**config.mk**
```make
export PLATFORM = sky130hd
export DESIGN_NAME = boot_loader
export DESIGN_NICKNAME = d
export VERILOG_FILES = /design/src/rtl/boot_loader.sv
export SDC_FILE = /design/constraint.sdc
export NUM_CORES = 1
export LEC_CHECK = 0
export ABC_CLOCK_PERIOD_IN_PS = 4100
export BUFFER_PORTS_ARGS = -buffer_cell sky130_fd_sc_hd__buf_2
export CAP_MARGIN = 20
export CORE_UTILIZATION = 57
export DETAILED_ROUTE_END_ITERATION = 12
export GPL_TIMING_DRIVEN = 0
export PLACE_DENSITY = 0.88
export SYNTH_ARGS = -nofsm -noshare
export SYNTH_HDL_FRONTEND = slang
export SYNTH_SLANG_ARGS = --single-unit
```
**constraint.sdc**
```tcl
create_clock -name clock -period 4.1 [get_ports clock]
set_input_delay 0.41 -clock clock [delete_from_list [all_inputs] [get_ports clock]]
set_output_delay 0.41 -clock clock [all_outputs]
set_load 0.01 [all_outputs]
```
**src/rtl/boot_loader.sv**
```systemverilog
//======================================================================
// Module   : boot_loader
// Purpose  : Loads a framed, checksummed word stream into a 256x16 memory,
//            then hands the memory bus to the CPU and releases its hold.
// Revision : 1.0
//======================================================================
`default_nettype none

module boot_loader #(
    parameter int ADDR_W = 8,
    parameter int DATA_W = 16
) (
    input  logic              clock,
    input  logic              reset,
    input  logic              start,
    input  logic [DATA_W-1:0] in_data,
    input  logic              in_valid,
    output logic              in_ready,
    input  logic [ADDR_W-1:0] cpu_MAR,
    input  logic [DATA_W-1:0] cpu_data_out,
    input  logic              cpu_EN,
    input  logic              cpu_CS,
    output logic [ADDR_W-1:0] MAR,
    output logic [DATA_W-1:0] mem_data_in,
    output logic              Mem_EN,
    output logic              Mem_CS,
    output logic              cpu_hold,
    output logic              load_done,
    output logic              load_error
);

    typedef enum logic [2:0] {
        S_IDLE   = 3'd0,
        S_HEADER = 3'd1,
        S_DATA   = 3'd2,
        S_CHECK  = 3'd3,
        S_DONE   = 3'd4,
        S_ERROR  = 3'd5
    } state_t;

    state_t            r_state;
    state_t            w_next;
    logic              w_accept;
    logic              w_last;

    logic              r_in_ready;
    logic              r_hold;
    logic              r_done;
    logic              r_error;
    logic              r_wr_en;
    logic [ADDR_W-1:0] r_wr_addr;
    logic [DATA_W-1:0] r_wr_data;
    logic [DATA_W-1:0] r_sum;
    logic [ADDR_W:0]   r_idx;    // one bit wider so N=256 terminates without aliasing
    logic [ADDR_W-1:0] r_base;
    logic [ADDR_W-1:0] r_count;  // N-1 as carried in the header

    assign w_accept = in_valid & r_in_ready;
    assign w_last   = (r_idx == {1'b0, r_count});

    always_ff @(posedge clock) begin
        if (reset) begin
            r_state <= S_IDLE;
        end else begin
            r_state <= w_next;
        end
    end

    always_comb begin
        w_next = r_state;
        case (r_state)
            S_IDLE:   if (start) w_next = S_HEADER;
            S_HEADER: if (w_accept) w_next = S_DATA;
            S_DATA:   if (w_accept && w_last) w_next = S_CHECK;
            S_CHECK:  if (w_accept) w_next = (in_data == r_sum) ? S_DONE : S_ERROR;
            S_DONE:   w_next = S_DONE;
            S_ERROR:  if (start) w_next = S_HEADER;
            default:  w_next = S_IDLE;
        endcase
    end

    // Status flags are registered from the next state so they line up with it.
    always_ff @(posedge clock) begin
        if (reset) begin
            r_in_ready <= 1'b0;
            r_hold     <= 1'b1;
            r_done     <= 1'b0;
            r_error    <= 1'b0;
            r_wr_en    <= 1'b0;
            r_wr_addr  <= '0;
            r_wr_data  <= '0;
            r_sum      <= '0;
            r_idx      <= '0;
            r_base     <= '0;
            r_count    <= '0;
        end else begin
            r_in_ready <= (w_next == S_HEADER) || (w_next == S_DATA) || (w_next == S_CHECK);
            r_hold     <= (w_next != S_DONE);
            r_done     <= (w_next == S_DONE);
            r_error    <= (w_next == S_ERROR);
            r_wr_en    <= 1'b0;
            if (w_accept) begin
                case (r_state)
                    S_HEADER: begin
                        r_base  <= in_data[DATA_W-1 -: ADDR_W];
                        r_count <= in_data[ADDR_W-1:0];
                        r_sum   <= '0;
                        r_idx   <= '0;
                    end
                    S_DATA: begin
                        r_wr_en   <= 1'b1;
                        r_wr_addr <= r_base + r_idx[ADDR_W-1:0];
                        r_wr_data <= in_data;
                        r_sum     <= r_sum + in_data;
                        r_idx     <= r_idx + 1'b1;
                    end
                    default: ;
                endcase
            end
        end
    end

    always_comb begin
        MAR         = r_wr_addr;
        mem_data_in = r_wr_data;
        Mem_EN      = r_wr_en;
        Mem_CS      = r_wr_en;
        if (r_state == S_DONE) begin
            MAR         = cpu_MAR;
            mem_data_in = cpu_data_out;
            Mem_EN      = cpu_EN;
            Mem_CS      = cpu_CS;
        end
    end

    assign in_ready   = r_in_ready;
    assign cpu_hold   = r_hold;
    assign load_done  = r_done;
    assign load_error = r_error;

endmodule

`default_nettype wire

```
* Word-level counts from Yosys, hierarchy flattened
Index checks and enable logic that the tools add are counted.
** Cells by class
- Shifts and indexed selects :: 0
- Bitwise logic cells :: 2
- Add/subtract/negate cells :: 3
- Order comparisons :: 0
- Mux-type cells :: 13
- Multiply operators :: 0
- Div/mod/pow operators :: 0
- Equality and inequality tests :: 13
- Reductions and logical operators :: 10
** Operators with widths (number)
- $pmux 16 s2 :: 1
- $pmux 9 s2 :: 1
- $add 16x16->16 :: 1
- $eq 16x16->1 :: 1
- $mux 16 :: 1
- $pmux 3 s5 :: 1
- $eq 3x2->1 const B :: 4
- $eq 3x3->1 const B :: 4
- $mux 3 :: 4
- $add 9x1->9 const B :: 1
- $eq 9x8->1 :: 1
- $add 8x8->8 :: 1
- $mux 8 :: 1
- $eq 3x1->1 const B :: 2
- $reduce_and 2->1 :: 3
- $mux 1 :: 4
- $reduce_or 2->1 :: 2
- $logic_not 3->1 :: 1
- $ne 3x3->1 const B :: 1
- $logic_or 1x1->1 :: 2
- $reduce_bool 2->1 :: 1
- $and 1x1->1 :: 1
- $logic_and 1x1->1 :: 1
- $not 1->1 :: 1
** Word-level totals
- ROM bits :: 0
- RAM bits :: 0
- Flip-flop bits (word level) :: 73
- Memories kept :: 0
- Output and inout bits :: 30
- Bits in latches :: 0

* Logic depth before layout (Yosys ltp)
- Word-level depth :: 7
- Gate-level depth with buffers :: 9
- Mapped depth without buffers :: 9

* Worst setup path before layout
Ideal clock, no wire load.
- Kind :: input to register
- Start point :: in in_data[0]
- End point :: reg r_sum[14]
- Data required time :: 3974 ps
- Path slack :: 2075 ps
- Arrival time :: 1899 ps
- Setup time :: 126 ps
- Cell stages on the path :: 8
- Cell sequence :: ha_1 fa_1 a21oi_1 o21ai_1 a31o_1 a31oi_1 xor2_1 o21ai_1
** On the way
- Longest elaborated chain between the ends :: 2
** Ends and longest elaborated chain
- start, declared :: RTL line 16 : input logic [DATA_W-1:0] in_data,
- $add 16x16->16 :: RTL line 114 : r_sum <= r_sum + in_data;
- $pmux 16 s2 :: RTL line 103 : case (r_state)
- end signal, assigned :: RTL line 114
- end, declared :: RTL line 53 : logic [DATA_W-1:0] r_sum;
No other way between the ends.
A chain may end at the register's enable or synchronous reset.

* Worst setup path after layout
- Start point :: reg r_state[2]
- End point :: out mem_data_in[10]
** On the way
- Longest elaborated chain between the ends :: 2
** Ends and longest elaborated chain
- start, declared :: RTL line 41 : state_t r_state;
- start signal, assigned :: RTL line 65 : r_state <= w_next;
- $eq 3x3->1 :: RTL line 128 : if (r_state == S_DONE) begin
- $mux 16 :: RTL line 128
- end, declared :: RTL line 24 : output logic [DATA_W-1:0] mem_data_in,
No other way between the ends.

==> metrics.txt <==
run status complete, no violations; leakage 2.03 nW; clock tree from TritonCTS done; synthesized instance count 479; placement-stage cell area 0.00453 sq mm; element type at the critical path start flop; port bufs 74; maximum number of buffers from clock root to sink 2; slack of the worst reg-to-reg path 1950 ps; CTS Sinks 73; Yosys warnings 0; boundary pin count 76; Syn-to-layout area delta 16.9%; cell repeated most along the worst path sky130_fd_sc_hd__buf_2; placed insts 649; initial antenna violation count 0; Num CTS Buffers 9; Tightest Pin Transition 852 ps; number of buffers added to fix hold violations after cts 0; Post-DP HPWL 7.83 mm; arrival time worst endpoint 2540 ps; startpoint of the most critical register-to-register path r_sum[0]$_SDFFE_PP0P_; vias per cell 5.70; number of flip-flops and latches in the synthesized netlist 73; CTS HTree Levels 3; filler cell count 554; Setup crit end kind output port; initial detailed-routing violation count 215; number of different library cells in the post-synthesis netlist 58; clock transition at the register clock pins on the worst setup and hold paths after CTS 80 ps; final setup violating endpoints 0; Die X-Extent 86.2 microns; Final Hold Violating Endpoints 0; final slew viol count 0; DIE AREA 0.00743 sq mm; routed len/inst 15.6 microns; power density over the cells 296 mW/mm^2; Setup Skew 6.02 ps; number of max-cap violations 0; Row Count 30; largest voltage drop on the vdd net 0.000157 V; largest driver fanout on the critical path 10; type of the worst setup path flop to output port; setup TNS after final layout 0 ps; final core utilization 69.1%; most instantiated flip-flop cell in the synthesis netlist sky130_fd_sc_hd__dfxtp_1; post-synthesis async set-or-reset flop share 0%; minimum clock period 2950 ps; PnR Total Power 1.40 mW; starting utilization of the core area 59.1%; Buffers & Inverters on Critical Path 4; multi-input gate area in the final layout 0.00242 sq mm; net count after synthesis 550; wirelength, routed 10.4 mm; Post-layout nets 635; largest delay contributor family on the critical path buffers and inverters; number of cells on the critical path 6; vias post-DR 3790; total gr overflow 0; Peak Freq 0.339 GHz; vertical extent of the die 86.2 microns; Post-CTS Setup Inserts 0; core area 0.00683 sq mm; instance count along the most critical hold path 3; final clock period utilization by the worst path 71.9%; worst reg-to-reg path cell count 8; Global Route Usage Sum 28.4%; destination of the worst register-to-register timing path r_sum[14]$_SDFFE_PP0P_; post-CTS resize count 0; buffer type at the clock tree root sky130_fd_sc_hd__clkbuf_8; clock latency at the later pin of the worst-skew pair 350 ps; worst setup path startpoint r_state[2]$_SDFF_PP0_; worst setup path endpoint mem_data_in[10]; maximum number of pins on one net before global-route repair 12; number of antenna diodes 0; via count of the first global-routing pass 3543; setup repair after global routing missed its margin no; critical path's slowest cell sky130_fd_sc_hd__nor3_2; Post-Syn Area per Cell 8.43 sq um; relative slew slack 42.9%; Worst Path Required 3690 ps; weighted congestion at the end of routability-driven global placement 1.01; highest cell delay on the worst timing path 710 ps; netlist area before placement 0.00404 sq mm; path type of the worst min-delay path primary input to flop; Sequential cell area 0.00146 sq mm; worst-path cell chain buf_6 -> inv_1 -> nor3_2 -> buf_2 -> mux2_2 -> buf_2; final antenna-violating net count 0; Pre-antenna DRT Iters 5; number of flops mapped to enable cells by yosys 0; post-layout instance count excluding filler cells 665; global-route wire length before repair 16.3 mm; register area share after synthesis 36.2%; Final Instance Area 0.00472 sq mm; Residual DRC 0; share of post-route cells with drive strength above 1 22.3%
kinds of logic after synthesis:
kind of cell             synth area share [%]
AO/OA/AOI/OAI                            17.0
XOR/XNOR                                 8.24
adder cells (fa/ha/maj)                  8.11
buffers and inverters                    3.87
flip-flops                               36.2
multiplexers                             6.94
AND/OR/NAND/NOR                          19.7
area by class of cell:
type / count / share of cell area, %
Buffer: 25 / 2.44
Inverter: 11 / 0.874
Timing Repair Buffer: 74 / 7.84
Tap cell: 96 / 2.54
Sequential cell: 73 / 30.9
Clock buffer: 14 / 3.87
Multi-Input combinational cell: 370 / 51.3
Clock inverter: 2 / 0.212
routing by layer:
layer  vias up  share of wire (%)  track usage, %
met5         -                  0               0
met4         0                2.2            13.5
met3        26                5.9            4.00
met2       146                 50            51.0
met1      1782                 41            33.4
li1       1836                  -               -
registers in the layout (all words and copies together) (netlist names), 3 cells and up:
signal	count
r_wr_data	16
r_sum	16
r_state	3
r_count	8
r_wr_addr	8
r_base	8
r_idx	9
power by group:
group          switching (mW)  internal (mW)  leakage (nW)  total, mW
logic                  0.0749         0.0492          1.34      0.124
clock network           0.268          0.285         0.102      0.553
registers             0.00465          0.716         0.589      0.721
how the worst min path moves through the flow:
stage                                  to  slack (ps)                      start
2_1_floorplan   r_wr_addr[2]$_SDFFE_PP0P_         430  r_wr_addr[2]$_SDFFE_PP0P_
3_3_place_gp    r_wr_addr[3]$_SDFFE_PP0P_         440  r_wr_addr[3]$_SDFFE_PP0P_
3_5_place_dp       r_sum[11]$_SDFFE_PP0P_         440     r_sum[11]$_SDFFE_PP0P_
4_1_cts        r_wr_data[13]$_SDFFE_PP0P_         320                in_data[13]
5_1_grt           r_count[2]$_SDFFE_PP0P_         330                 in_data[2]
6_report          r_count[5]$_SDFFE_PP0P_         330                 in_data[5]
worst register-to-register path, stage by stage, from the launching register on:
cell	delay (ps)
sky130_fd_sc_hd__dfxtp_1	320
sky130_fd_sc_hd__ha_1	220
sky130_fd_sc_hd__fa_1	410
sky130_fd_sc_hd__a21oi_1	230
sky130_fd_sc_hd__o21ai_1	180
sky130_fd_sc_hd__a31o_1	220
sky130_fd_sc_hd__a31oi_1	190
sky130_fd_sc_hd__xor2_1	170
sky130_fd_sc_hd__o21ai_1	80
layout by cell type, fill, tap and decap left out, types with 7 or more instances in the layout:
cell type,netlist,routed
sky130_fd_sc_hd__nand2_1,102,102
sky130_fd_sc_hd__buf_2,2,76
sky130_fd_sc_hd__dfxtp_1,73,73
sky130_fd_sc_hd__a21oi_1,54,54
sky130_fd_sc_hd__xor2_1,24,24
sky130_fd_sc_hd__ha_1,23,23
sky130_fd_sc_hd__nor2_1,21,21
sky130_fd_sc_hd__mux2_2,20,20
sky130_fd_sc_hd__clkbuf_1,19,20
sky130_fd_sc_hd__xnor2_1,14,14
sky130_fd_sc_hd__nor3_1,13,13
sky130_fd_sc_hd__clkbuf_8,0,13
sky130_fd_sc_hd__inv_1,11,11
sky130_fd_sc_hd__o21ai_0,11,11
sky130_fd_sc_hd__o21ai_1,8,8
sky130_fd_sc_hd__a22oi_1,7,7
cells in the mapped netlist (3+ instances only):
cell type | count | area [sq um]
sky130_fd_sc_hd__a211oi_1 | 3 | 22.5
sky130_fd_sc_hd__a21oi_1 | 54 | 270
sky130_fd_sc_hd__a22oi_1 | 7 | 52.6
sky130_fd_sc_hd__a31oi_1 | 4 | 25.0
sky130_fd_sc_hd__buf_4 | 3 | 22.5
sky130_fd_sc_hd__clkbuf_1 | 19 | 71.3
sky130_fd_sc_hd__dfxtp_1 | 73 | 1460
sky130_fd_sc_hd__ha_1 | 23 | 288
sky130_fd_sc_hd__inv_1 | 11 | 41.3
sky130_fd_sc_hd__mux2_1 | 4 | 45.0
sky130_fd_sc_hd__mux2_2 | 20 | 225
sky130_fd_sc_hd__nand2_1 | 102 | 383
sky130_fd_sc_hd__nand2b_1 | 3 | 18.8
sky130_fd_sc_hd__nand3_1 | 4 | 20.0
sky130_fd_sc_hd__nand3b_1 | 3 | 22.5
sky130_fd_sc_hd__nor2_1 | 21 | 78.8
sky130_fd_sc_hd__nor3_1 | 13 | 65.1
sky130_fd_sc_hd__nor3_2 | 3 | 30.0
sky130_fd_sc_hd__nor4_1 | 4 | 25.0
sky130_fd_sc_hd__o21a_1 | 4 | 30.0
sky130_fd_sc_hd__o21ai_0 | 11 | 55.1
sky130_fd_sc_hd__o21ai_1 | 8 | 40.0
sky130_fd_sc_hd__xnor2_1 | 14 | 123
sky130_fd_sc_hd__xor2_1 | 24 | 210
through the flow:
| step | setup WS, ps | hold slack, ps |
|---|---|---|
| floorplan | 2070 | 428 |
| finish | 1150 | 327 |
| CTS | 1100 | 324 |
| global route | 1030 | 332 |
| global placement | 1560 | 439 |
| detailed placement | 1490 | 443 |
No activity file was read; power rests on OpenSTA's default activity.
